[src/rtl/seq_loop_pkg.sv]
// Shared types for the sequential-loop cosim monitor.
// Monitor FSM states and sticky error bit positions.
package seq_loop_pkg;

    typedef enum logic [1:0] {
        IDLE   = 2'd0,
        ACTIVE = 2'd1,
        DONE   = 2'd2
    } mon_state_e;

    localparam int ERR_NO_ENTRY = 0;
    localparam int ERR_FIN_LOOP = 1;
    localparam int ERR_SAT      = 2;
    localparam int ERR_W        = 3;

endpackage

[src/rtl/seq_loop_monitor_if.sv]
// Signal bundle between the bench/kernel side and the loop monitor.
// master drives state bus and config; slave is the monitor itself.
interface seq_loop_monitor_if #(
    parameter int FSM_WIDTH  = 2,
    parameter int N_PRE      = 1,
    parameter int N_POST     = 2,
    parameter int N_QUIT     = 1,
    parameter int N_ITER_END = 1,
    parameter int CNT_WIDTH  = 32
);
    logic [FSM_WIDTH-1:0]            cur_state;
    logic [N_PRE*FSM_WIDTH-1:0]      pre_states;
    logic [N_PRE-1:0]                pre_valid;
    logic [N_POST*FSM_WIDTH-1:0]     post_states;
    logic [N_POST-1:0]               post_valid;
    logic [N_QUIT*FSM_WIDTH-1:0]     quit_states;
    logic [N_QUIT-1:0]               quit_valid;
    logic [N_ITER_END*FSM_WIDTH-1:0] iter_end_states;
    logic [N_ITER_END-1:0]           iter_end_valid;
    logic [FSM_WIDTH-1:0]            iter_start_state;
    logic                            one_state_loop;
    logic                            finish;
    logic                            loop_active;
    logic                            iter_done;
    logic                            loop_exit;
    logic [CNT_WIDTH-1:0]            iter_count;
    logic [CNT_WIDTH-1:0]            last_trip;
    logic [CNT_WIDTH-1:0]            trip_count;
    logic [2:0]                      err;

    modport master (
        output cur_state, pre_states, pre_valid, post_states, post_valid,
        output quit_states, quit_valid, iter_end_states, iter_end_valid,
        output iter_start_state, one_state_loop, finish,
        input  loop_active, iter_done, loop_exit,
        input  iter_count, last_trip, trip_count, err
    );

    modport slave (
        input  cur_state, pre_states, pre_valid, post_states, post_valid,
        input  quit_states, quit_valid, iter_end_states, iter_end_valid,
        input  iter_start_state, one_state_loop, finish,
        output loop_active, iter_done, loop_exit,
        output iter_count, last_trip, trip_count, err
    );

endinterface

[src/rtl/seq_state_match.sv]
// Packed state-list matcher: hit when any enabled entry equals i_state.
// An all-disabled list never matches.
module seq_state_match #(
    parameter int FSM_WIDTH = 2,
    parameter int N         = 1
) (
    input  logic [N*FSM_WIDTH-1:0] i_states,
    input  logic [N-1:0]           i_valid,
    input  logic [FSM_WIDTH-1:0]   i_state,
    output logic                   o_hit
);

    // OR-reduce the per-entry equality, gated by the entry enable
    always_comb begin
        o_hit = 1'b0;
        for (int i = 0; i < N; i++) begin
            if (i_valid[i] && (i_states[i*FSM_WIDTH +: FSM_WIDTH] == i_state)) begin
                o_hit = 1'b1;
            end
        end
    end

endmodule

[src/rtl/seq_loop_monitor.sv]
// Cosim monitor tracking one sequential loop of an HLS kernel FSM.
// Detects entry/back-edge/exit, counts iterations and trips, flags errors.
module seq_loop_monitor
    import seq_loop_pkg::*;
#(
    parameter int FSM_WIDTH  = 2,
    parameter int N_PRE      = 1,
    parameter int N_POST     = 2,
    parameter int N_QUIT     = 1,
    parameter int N_ITER_END = 1,
    parameter int CNT_WIDTH  = 32
) (
    input  logic               clock,
    input  logic               reset,
    seq_loop_monitor_if.slave  bus
);

    localparam logic [CNT_WIDTH-1:0] CNT_ONE = {{(CNT_WIDTH-1){1'b0}}, 1'b1};
    localparam logic [CNT_WIDTH-1:0] CNT_MAX = {CNT_WIDTH{1'b1}};

    mon_state_e               r_state;
    mon_state_e               w_state_nxt;
    logic [FSM_WIDTH-1:0]     r_prev_state;
    logic                     r_prev_vld;
    logic                     r_loop_active;
    logic                     r_iter_done;
    logic                     w_iter_done_nxt;
    logic                     r_loop_exit;
    logic                     w_loop_exit_nxt;
    logic [CNT_WIDTH-1:0]     r_iter_count;
    logic [CNT_WIDTH-1:0]     w_iter_count_nxt;
    logic [CNT_WIDTH-1:0]     r_last_trip;
    logic [CNT_WIDTH-1:0]     w_last_trip_nxt;
    logic [CNT_WIDTH-1:0]     r_trip_count;
    logic [CNT_WIDTH-1:0]     w_trip_count_nxt;
    logic [ERR_W-1:0]         r_err;
    logic [ERR_W-1:0]         w_err_nxt;

    logic [FSM_WIDTH-1:0]     w_cur;
    logic                     w_pre_prev;
    logic                     w_quit_prev;
    logic                     w_iter_end_prev;
    logic                     w_post_cur;
    logic                     w_unused_post_prev;
    logic                     w_cur_is_start;
    logic                     w_prev_is_start;
    logic                     w_entry;
    logic                     w_idle_exit;
    logic                     w_exit;
    logic                     w_back;
    logic                     w_iter_max;
    logic                     w_trip_max;

    assign w_cur = bus.cur_state;

    seq_state_match #(.FSM_WIDTH(FSM_WIDTH), .N(N_PRE)) u_pre_prev (
        .i_states (bus.pre_states),
        .i_valid  (bus.pre_valid),
        .i_state  (r_prev_state),
        .o_hit    (w_pre_prev)
    );

    seq_state_match #(.FSM_WIDTH(FSM_WIDTH), .N(N_QUIT)) u_quit_prev (
        .i_states (bus.quit_states),
        .i_valid  (bus.quit_valid),
        .i_state  (r_prev_state),
        .o_hit    (w_quit_prev)
    );

    seq_state_match #(.FSM_WIDTH(FSM_WIDTH), .N(N_ITER_END)) u_iter_end_prev (
        .i_states (bus.iter_end_states),
        .i_valid  (bus.iter_end_valid),
        .i_state  (r_prev_state),
        .o_hit    (w_iter_end_prev)
    );

    seq_state_match #(.FSM_WIDTH(FSM_WIDTH), .N(N_POST)) u_post_cur (
        .i_states (bus.post_states),
        .i_valid  (bus.post_valid),
        .i_state  (w_cur),
        .o_hit    (w_post_cur)
    );

    // Spare post(prev) matcher, kept for a future exit qualifier
    seq_state_match #(.FSM_WIDTH(FSM_WIDTH), .N(N_POST)) u_post_prev (
        .i_states (bus.post_states),
        .i_valid  (bus.post_valid),
        .i_state  (r_prev_state),
        .o_hit    (w_unused_post_prev)
    );

    assign w_cur_is_start  = (w_cur == bus.iter_start_state);
    assign w_prev_is_start = (r_prev_state == bus.iter_start_state);
    assign w_entry     = r_prev_vld && w_pre_prev && w_cur_is_start;
    assign w_idle_exit = r_prev_vld && w_quit_prev && w_post_cur;
    assign w_exit      = r_prev_vld && (w_quit_prev || w_iter_end_prev) && w_post_cur;
    assign w_back      = r_prev_vld &&
                         ((w_iter_end_prev && w_cur_is_start) ||
                          (bus.one_state_loop && w_prev_is_start && w_cur_is_start));
    assign w_iter_max  = (r_iter_count == CNT_MAX);
    assign w_trip_max  = (r_trip_count == CNT_MAX);

    // Monitor FSM state register
    always_ff @(posedge clock) begin
        if (reset) begin
            r_state <= IDLE;
        end else begin
            r_state <= w_state_nxt;
        end
    end

    // Next state, pulses, counters and error bits; exit beats back-edge
    always_comb begin
        w_state_nxt      = r_state;
        w_iter_done_nxt  = 1'b0;
        w_loop_exit_nxt  = 1'b0;
        w_iter_count_nxt = r_iter_count;
        w_last_trip_nxt  = r_last_trip;
        w_trip_count_nxt = r_trip_count;
        w_err_nxt        = r_err;
        unique case (r_state)
            IDLE: begin
                if (w_idle_exit) begin
                    w_err_nxt[ERR_NO_ENTRY] = 1'b1;
                end
                if (bus.finish) begin
                    w_state_nxt = DONE;
                end else if (w_entry) begin
                    w_state_nxt      = ACTIVE;
                    w_iter_count_nxt = '0;
                end
            end
            ACTIVE: begin
                if (w_exit) begin
                    w_iter_done_nxt  = 1'b1;
                    w_loop_exit_nxt  = 1'b1;
                    w_iter_count_nxt = '0;
                    w_state_nxt      = bus.finish ? DONE : IDLE;
                    if (w_iter_max) begin
                        w_last_trip_nxt    = CNT_MAX;
                        w_err_nxt[ERR_SAT] = 1'b1;
                    end else begin
                        w_last_trip_nxt = r_iter_count + CNT_ONE;
                    end
                    if (w_trip_max) begin
                        w_err_nxt[ERR_SAT] = 1'b1;
                    end else begin
                        w_trip_count_nxt = r_trip_count + CNT_ONE;
                    end
                end else if (bus.finish) begin
                    w_err_nxt[ERR_FIN_LOOP] = 1'b1;
                    w_state_nxt             = DONE;
                end else if (w_back) begin
                    w_iter_done_nxt = 1'b1;
                    if (w_iter_max) begin
                        w_err_nxt[ERR_SAT] = 1'b1;
                    end else begin
                        w_iter_count_nxt = r_iter_count + CNT_ONE;
                    end
                end
            end
            DONE: begin
                w_state_nxt = DONE;
            end
            default: begin
                w_state_nxt = IDLE;
            end
        endcase
    end

    // Registered outputs, counters and the previous-state sample
    always_ff @(posedge clock) begin
        if (reset) begin
            r_prev_state  <= '0;
            r_prev_vld    <= 1'b0;
            r_loop_active <= 1'b0;
            r_iter_done   <= 1'b0;
            r_loop_exit   <= 1'b0;
            r_iter_count  <= '0;
            r_last_trip   <= '0;
            r_trip_count  <= '0;
            r_err         <= '0;
        end else begin
            r_prev_state  <= w_cur;
            r_prev_vld    <= 1'b1;
            r_loop_active <= (w_state_nxt == ACTIVE);
            r_iter_done   <= w_iter_done_nxt;
            r_loop_exit   <= w_loop_exit_nxt;
            r_iter_count  <= w_iter_count_nxt;
            r_last_trip   <= w_last_trip_nxt;
            r_trip_count  <= w_trip_count_nxt;
            r_err         <= w_err_nxt;
        end
    end

    assign bus.loop_active = r_loop_active;
    assign bus.iter_done   = r_iter_done;
    assign bus.loop_exit   = r_loop_exit;
    assign bus.iter_count  = r_iter_count;
    assign bus.last_trip   = r_last_trip;
    assign bus.trip_count  = r_trip_count;
    assign bus.err         = r_err;

endmodule
[src/flat_wrapper.sv]
// flat-port wrapper written by rule: the top's interface ports become plain ports
module seq_loop_monitor_flat import seq_loop_pkg::*;
#(
    parameter int FSM_WIDTH  = 2,
    parameter int N_PRE      = 1,
    parameter int N_POST     = 2,
    parameter int N_QUIT     = 1,
    parameter int N_ITER_END = 1,
    parameter int CNT_WIDTH  = 32
)
  (clock, reset, bus_cur_state, bus_pre_states, bus_pre_valid, bus_post_states, bus_post_valid, bus_quit_states, bus_quit_valid, bus_iter_end_states, bus_iter_end_valid, bus_iter_start_state, bus_one_state_loop, bus_finish, bus_loop_active, bus_iter_done, bus_loop_exit, bus_iter_count, bus_last_trip, bus_trip_count, bus_err);
  seq_loop_monitor_if #(.FSM_WIDTH(FSM_WIDTH), .N_PRE(N_PRE), .N_POST(N_POST), .N_QUIT(N_QUIT), .N_ITER_END(N_ITER_END), .CNT_WIDTH(CNT_WIDTH)) bus_i ();
  input  logic clock;
  input  logic reset;
  input wire logic [$bits(bus_i.cur_state)-1:0] bus_cur_state;
  input wire logic [$bits(bus_i.pre_states)-1:0] bus_pre_states;
  input wire logic [$bits(bus_i.pre_valid)-1:0] bus_pre_valid;
  input wire logic [$bits(bus_i.post_states)-1:0] bus_post_states;
  input wire logic [$bits(bus_i.post_valid)-1:0] bus_post_valid;
  input wire logic [$bits(bus_i.quit_states)-1:0] bus_quit_states;
  input wire logic [$bits(bus_i.quit_valid)-1:0] bus_quit_valid;
  input wire logic [$bits(bus_i.iter_end_states)-1:0] bus_iter_end_states;
  input wire logic [$bits(bus_i.iter_end_valid)-1:0] bus_iter_end_valid;
  input wire logic [$bits(bus_i.iter_start_state)-1:0] bus_iter_start_state;
  input wire logic [$bits(bus_i.one_state_loop)-1:0] bus_one_state_loop;
  input wire logic [$bits(bus_i.finish)-1:0] bus_finish;
  output wire logic [$bits(bus_i.loop_active)-1:0] bus_loop_active;
  output wire logic [$bits(bus_i.iter_done)-1:0] bus_iter_done;
  output wire logic [$bits(bus_i.loop_exit)-1:0] bus_loop_exit;
  output wire logic [$bits(bus_i.iter_count)-1:0] bus_iter_count;
  output wire logic [$bits(bus_i.last_trip)-1:0] bus_last_trip;
  output wire logic [$bits(bus_i.trip_count)-1:0] bus_trip_count;
  output wire logic [$bits(bus_i.err)-1:0] bus_err;
  assign bus_i.cur_state = bus_cur_state;
  assign bus_i.pre_states = bus_pre_states;
  assign bus_i.pre_valid = bus_pre_valid;
  assign bus_i.post_states = bus_post_states;
  assign bus_i.post_valid = bus_post_valid;
  assign bus_i.quit_states = bus_quit_states;
  assign bus_i.quit_valid = bus_quit_valid;
  assign bus_i.iter_end_states = bus_iter_end_states;
  assign bus_i.iter_end_valid = bus_iter_end_valid;
  assign bus_i.iter_start_state = bus_iter_start_state;
  assign bus_i.one_state_loop = bus_one_state_loop;
  assign bus_i.finish = bus_finish;
  assign bus_loop_active = bus_i.loop_active;
  assign bus_iter_done = bus_i.iter_done;
  assign bus_loop_exit = bus_i.loop_exit;
  assign bus_iter_count = bus_i.iter_count;
  assign bus_last_trip = bus_i.last_trip;
  assign bus_trip_count = bus_i.trip_count;
  assign bus_err = bus_i.err;
  seq_loop_monitor #(.FSM_WIDTH(FSM_WIDTH), .N_PRE(N_PRE), .N_POST(N_POST), .N_QUIT(N_QUIT), .N_ITER_END(N_ITER_END), .CNT_WIDTH(CNT_WIDTH)) u_core (.clock(clock), .reset(reset), .bus(bus_i));
endmodule
[config.mk]
export PLATFORM = sky130hd
export DESIGN_NAME = seq_loop_monitor_flat
export DESIGN_NICKNAME = d
export VERILOG_FILES = /design/src/rtl/seq_loop_pkg.sv /design/src/rtl/seq_loop_monitor_if.sv /design/src/rtl/seq_state_match.sv /design/src/rtl/seq_loop_monitor.sv /design/src/flat_wrapper.sv
export SDC_FILE = /design/constraint.sdc
export NUM_CORES = 1
export LEC_CHECK = 0
export ABC_AREA = 1
export ABC_CLOCK_PERIOD_IN_PS = 2300
export BUFFER_PORTS_ARGS = -buffer_cell sky130_fd_sc_hd__buf_2
export CELL_PAD_IN_SITES_DETAIL_PLACEMENT = 0
export CELL_PAD_IN_SITES_GLOBAL_PLACEMENT = 2
export CORE_ASPECT_RATIO = 0.6
export CORE_MARGIN = 4
export CORE_UTILIZATION = 29
export CTS_CLUSTER_DIAMETER = 40
export DETAILED_ROUTE_END_ITERATION = 6
export GPL_TIMING_DRIVEN = 0
export PLACE_DENSITY_LB_ADDON = 0.1
export SETUP_SLACK_MARGIN = 0.3
export SLEW_MARGIN = 10
export SYNTH_ARGS = -nofsm -noshare
export SYNTH_HDL_FRONTEND = slang
export SYNTH_SLANG_ARGS = --single-unit
export TNS_END_PERCENT = 30
[constraint.sdc]
create_clock -name clock -period 2.3 [get_ports clock]
set_clock_uncertainty 0.15 [all_clocks]
set_input_delay 0.345 -clock clock [delete_from_list [all_inputs] [get_ports clock]]
set_output_delay 0.345 -clock clock [all_outputs]
set_load 0.03 [all_outputs]
==> results.sh <==
export IMPL_status="completed"
export IMPL_post_route_min_period_ps=2130
export IMPL_place_area_um2=7070
export IMPL_tritoncts="yes"
export IMPL_cts_buffers=9
export IMPL_routed_wl_um=24600
export IMPL_yosys_cell_count_top_type="nand2_1"
export IMPL_fp_row_count=40
export IMPL_diodes=0
export IMPL_ys_types=38
export IMPL_whs_path_depth=2
export IMPL_viasPerCell=4.68
export IMPL_grt_pass1_wl_um=36500
export IMPL_hold_class="primary input to flip-flop"
export IMPL_cpPeakStageDelay_ps=430
export IMPL_crit_path_top_delay_cell="nor3_1"
export IMPL_cts_hold_buf=0
export IMPL_syn_to_final_growth_pct=34.2
export IMPL_path_clk_slew_ps=70
export IMPL_grt_start_max_net_pins=16
export IMPL_setup_viol=0
export IMPL_worst_slew_pin_slew_ps=635
export IMPL_path_cells="inv_1 -> nor3_1 -> nand2_1 -> nor3_2 -> xor2_1 -> nand2_1 -> a21oi_1"
export IMPL_ys_ff_latch=107
export IMPL_slew_viol_final=0
export IMPL_drive_gt1_frac=0.272
export IMPL_multiInputGateArea_um2=3750
export IMPL_worstSetupPathType="flip-flop to flip-flop"
export IMPL_path_common_cell="nand2_1"
export IMPL_cap_violations=0
export IMPL_worstSetupStartpointType="flip-flop"
export IMPL_seq_area_um2=2210
export IMPL_synthArstFlopShare=0
export IMPL_p_sw_frac=0.242
export IMPL_synthCells=941
export IMPL_yosysTopAreaCell="dfxtp_1"
export IMPL_wl_met2_um=7900
export IMPL_cp_startpoint="u_core.bus.trip_count[18]$_SDFFE_PP0P_"
export IMPL_hp_start="bus_finish"
export IMPL_io_pins=125
export IMPL_rsz0062_at_grt="yes"
export IMPL_synth_common_cells="275 x nand2_1, 171 x nor2_1, 107 x dfxtp_1"
export IMPL_wl_per_cell_um=17.7
export IMPL_cp_num_buf_inv=1
export IMPL_crit_fanout=4
export IMPL_io_buffer_count=123
export IMPL_internal_power_w=0.00280
export IMPL_clk_latency_ps=370
export IMPL_crit_family="simple AND/OR/NAND/NOR gates"
export IMPL_gp_congestion=0.912
export IMPL_wl_met3_um=1880
export IMPL_r2r_end="u_core.bus.trip_count[21]$_SDFFE_PP0P_"
export IMPL_h_tree_depth=3
export IMPL_initial_core_util=0.299
export IMPL_rr_worst_depth=7
export IMPL_maxUsedRoutingLayer="met5"
export IMPL_min_to="u_core.r_state[0]$_SDFF_PP0_"
export IMPL_endpoint_kind="flip-flop"
export IMPL_final_area_um2=8130
export IMPL_powerDensity_nw_per_um2=454
export IMPL_clk_path_buf_depth=2
export IMPL_relSlewSlack=0.577
export IMPL_ys_seq_area_frac=0.354
export IMPL_hold_violations=0
export IMPL_dr_pass1_iters=4
export IMPL_netlist_area_um2=6060
export IMPL_ys_warnings_count=0
export IMPL_fp_dieArea_um2=23300
export IMPL_tns_ps=0
export IMPL_nFillCells=2251
export IMPL_synthFlopType="dfxtp_1"
export IMPL_first_global_vias=5838
export IMPL_nets=1134
export IMPL_clock_sinks=107
export IMPL_cp_data_arrival_time_ps=2280
export IMPL_fin_crit_sh=0.927
export IMPL_synth_top_cells_by_area="dfxtp_1 35%, nand2_1 17%, nor2_1 11%"
export IMPL_worstReg2RegStart="u_core.bus.trip_count[18]$_SDFFE_PP0P_"
export IMPL_cp_required_ps=2450
export IMPL_coreArea_um2=20300
export IMPL_p_switching_w=0.000895
export IMPL_clockPowerShare=0.440
export IMPL_ir_drop_mv=0.351
export IMPL_synth_edf_count=0
export IMPL_antenna_left=0
export IMPL_p_leak_nw=3.54
export IMPL_root_buffer="clkbuf_16"
export IMPL_vias=6486
export IMPL_yosysTopAreaCellShare=0.354
export IMPL_dieWidth_um=195
export IMPL_post_dp_hpwl_um=18900
export IMPL_pwr_share_comb=0.052
export IMPL_rrSetupSlack_ps=170
export IMPL_fin_util=0.401
export IMPL_fmax_mhz=469
export IMPL_drc=0
export IMPL_die_h_um=120
export IMPL_grt_util_all_layers=0.206
export IMPL_seqPwrFrac=0.508
export IMPL_wl_met1_um=14600
export IMPL_syn_nets=966
export IMPL_gr_total_overflow=0
export IMPL_drtIter0Drc=452
export IMPL_antenna_found_initial=1
export IMPL_postSynthAreaPerCell_um2=6.44
## cell usage in the layout, fill, tap and decap left out, types with 5 or more instances in the layout
cell type    n
nand3_1     29
dfxtp_1     70
a21oi_1     43
nor3_1      17
nand2_4      5
a31oi_1     25
nand2_2     11
nor2_1     160
nand4_1      9
buf_6       10
dfxtp_2     29
buf_4       33
o21ai_0     35
xor2_1      40
nor3_2       8
clkbuf_16   10
dfxtp_4      8
nor2_2       6
xnor2_1     11
nor2_4      11
nand2_1    264
inv_1       78
clkbuf_1    14
buf_2      125
buf_8        6
## sequential cells by signal, summed over array words and instances, names as in the netlist
name                    cells
u_core.r_prev_state         2
u_core.bus.loop_active      1
u_core.bus.iter_done        1
u_core.bus.loop_exit        1
u_core.r_prev_vld           1
u_core.r_state              2
u_core.bus.trip_count      32
u_core.bus.last_trip       32
u_core.bus.err              3
u_core.bus.iter_count      32
## what timing repair did
action | 4_1_cts | 5_1_grt
endpoints found under the setup margin | 99 | 98
gates cloned | 1 | 1
setup buffers | 22 | 10
pin swaps | 8 | 10
resized for setup | 76 | 73
## worst max-delay path by stage
stage	to	slack, ps	depth (start not counted)
floorplan	u_core.bus.iter_count[7]$_SDFFE_PP0P_	290	13
global placement	u_core.bus.last_trip[21]$_SDFFE_PP0P_	-250	13
detailed placement	u_core.bus.last_trip[21]$_SDFFE_PP0P_	-260	13
CTS	u_core.bus.last_trip[27]$_SDFFE_PP0P_	260	11
global route	u_core.bus.iter_count[20]$_SDFFE_PP0P_	150	13
finish	u_core.bus.trip_count[21]$_SDFFE_PP0P_	170	7
## stage by stage
step / hold slack [ps] / power (W) / cells / setup WS (ps)
global placement: 284 / 0.00210 / 1337 / -253
CTS: 46.5 / 0.00375 / 1376 / 258
floorplan: 273 / 0.00203 / 941 / 289
detailed placement: 293 / 0.00210 / 1337 / -262
finish: 62.9 / 0.00369 / 1387 / 167
global route: 64.2 / 0.00383 / 1387 / 153
## final cells by class
| cell class | count | area share |
|---|---|---|
| multi-input combinational | 715 | 0.461 |
| clock buffer | 14 | 0.0312 |
| buffer | 34 | 0.0374 |
| clock inverter | 2 | 0.00431 |
| sequential | 107 | 0.272 |
| timing repair buffer | 157 | 0.112 |
| tap | 273 | 0.0420 |
| inverter | 85 | 0.0402 |
## routing by layer
metal / track usage / vias to the layer above
met5: 0 / -
met4: 0.0356 / 2
met3: 0.0553 / 11
met2: 0.231 / 205
met1: 0.359 / 2930
li1: - / 3338
## worst reg2reg max path, stage by stage (launching register included)
cell     delay (ps)
dfxtp_1         390
inv_1           110
nor3_1          430
nand2_1         180
nor3_2          390
xor2_1          210
nand2_1          80
a21oi_1         110
## logic make-up after synthesis
kind of cell    count (synthesis)  synth area share
flops                         107             0.354
fa+ha+maj                       2           0.00413
xor+xnor                       52            0.0752
buf+inv                       119            0.0845
compound gates                118             0.105
simple gates                  543             0.378
## power groups by stage
stage               clock, W  sequential (W)  combinational [W]
global placement           0         0.00192           0.000178
floorplan                  0         0.00193          0.0000943
finish               0.00163         0.00187           0.000191
detailed placement         0         0.00192           0.000178
global route         0.00174         0.00188           0.000214
CTS                  0.00169         0.00188           0.000184
No activity file was read; power rests on OpenSTA's default activity.
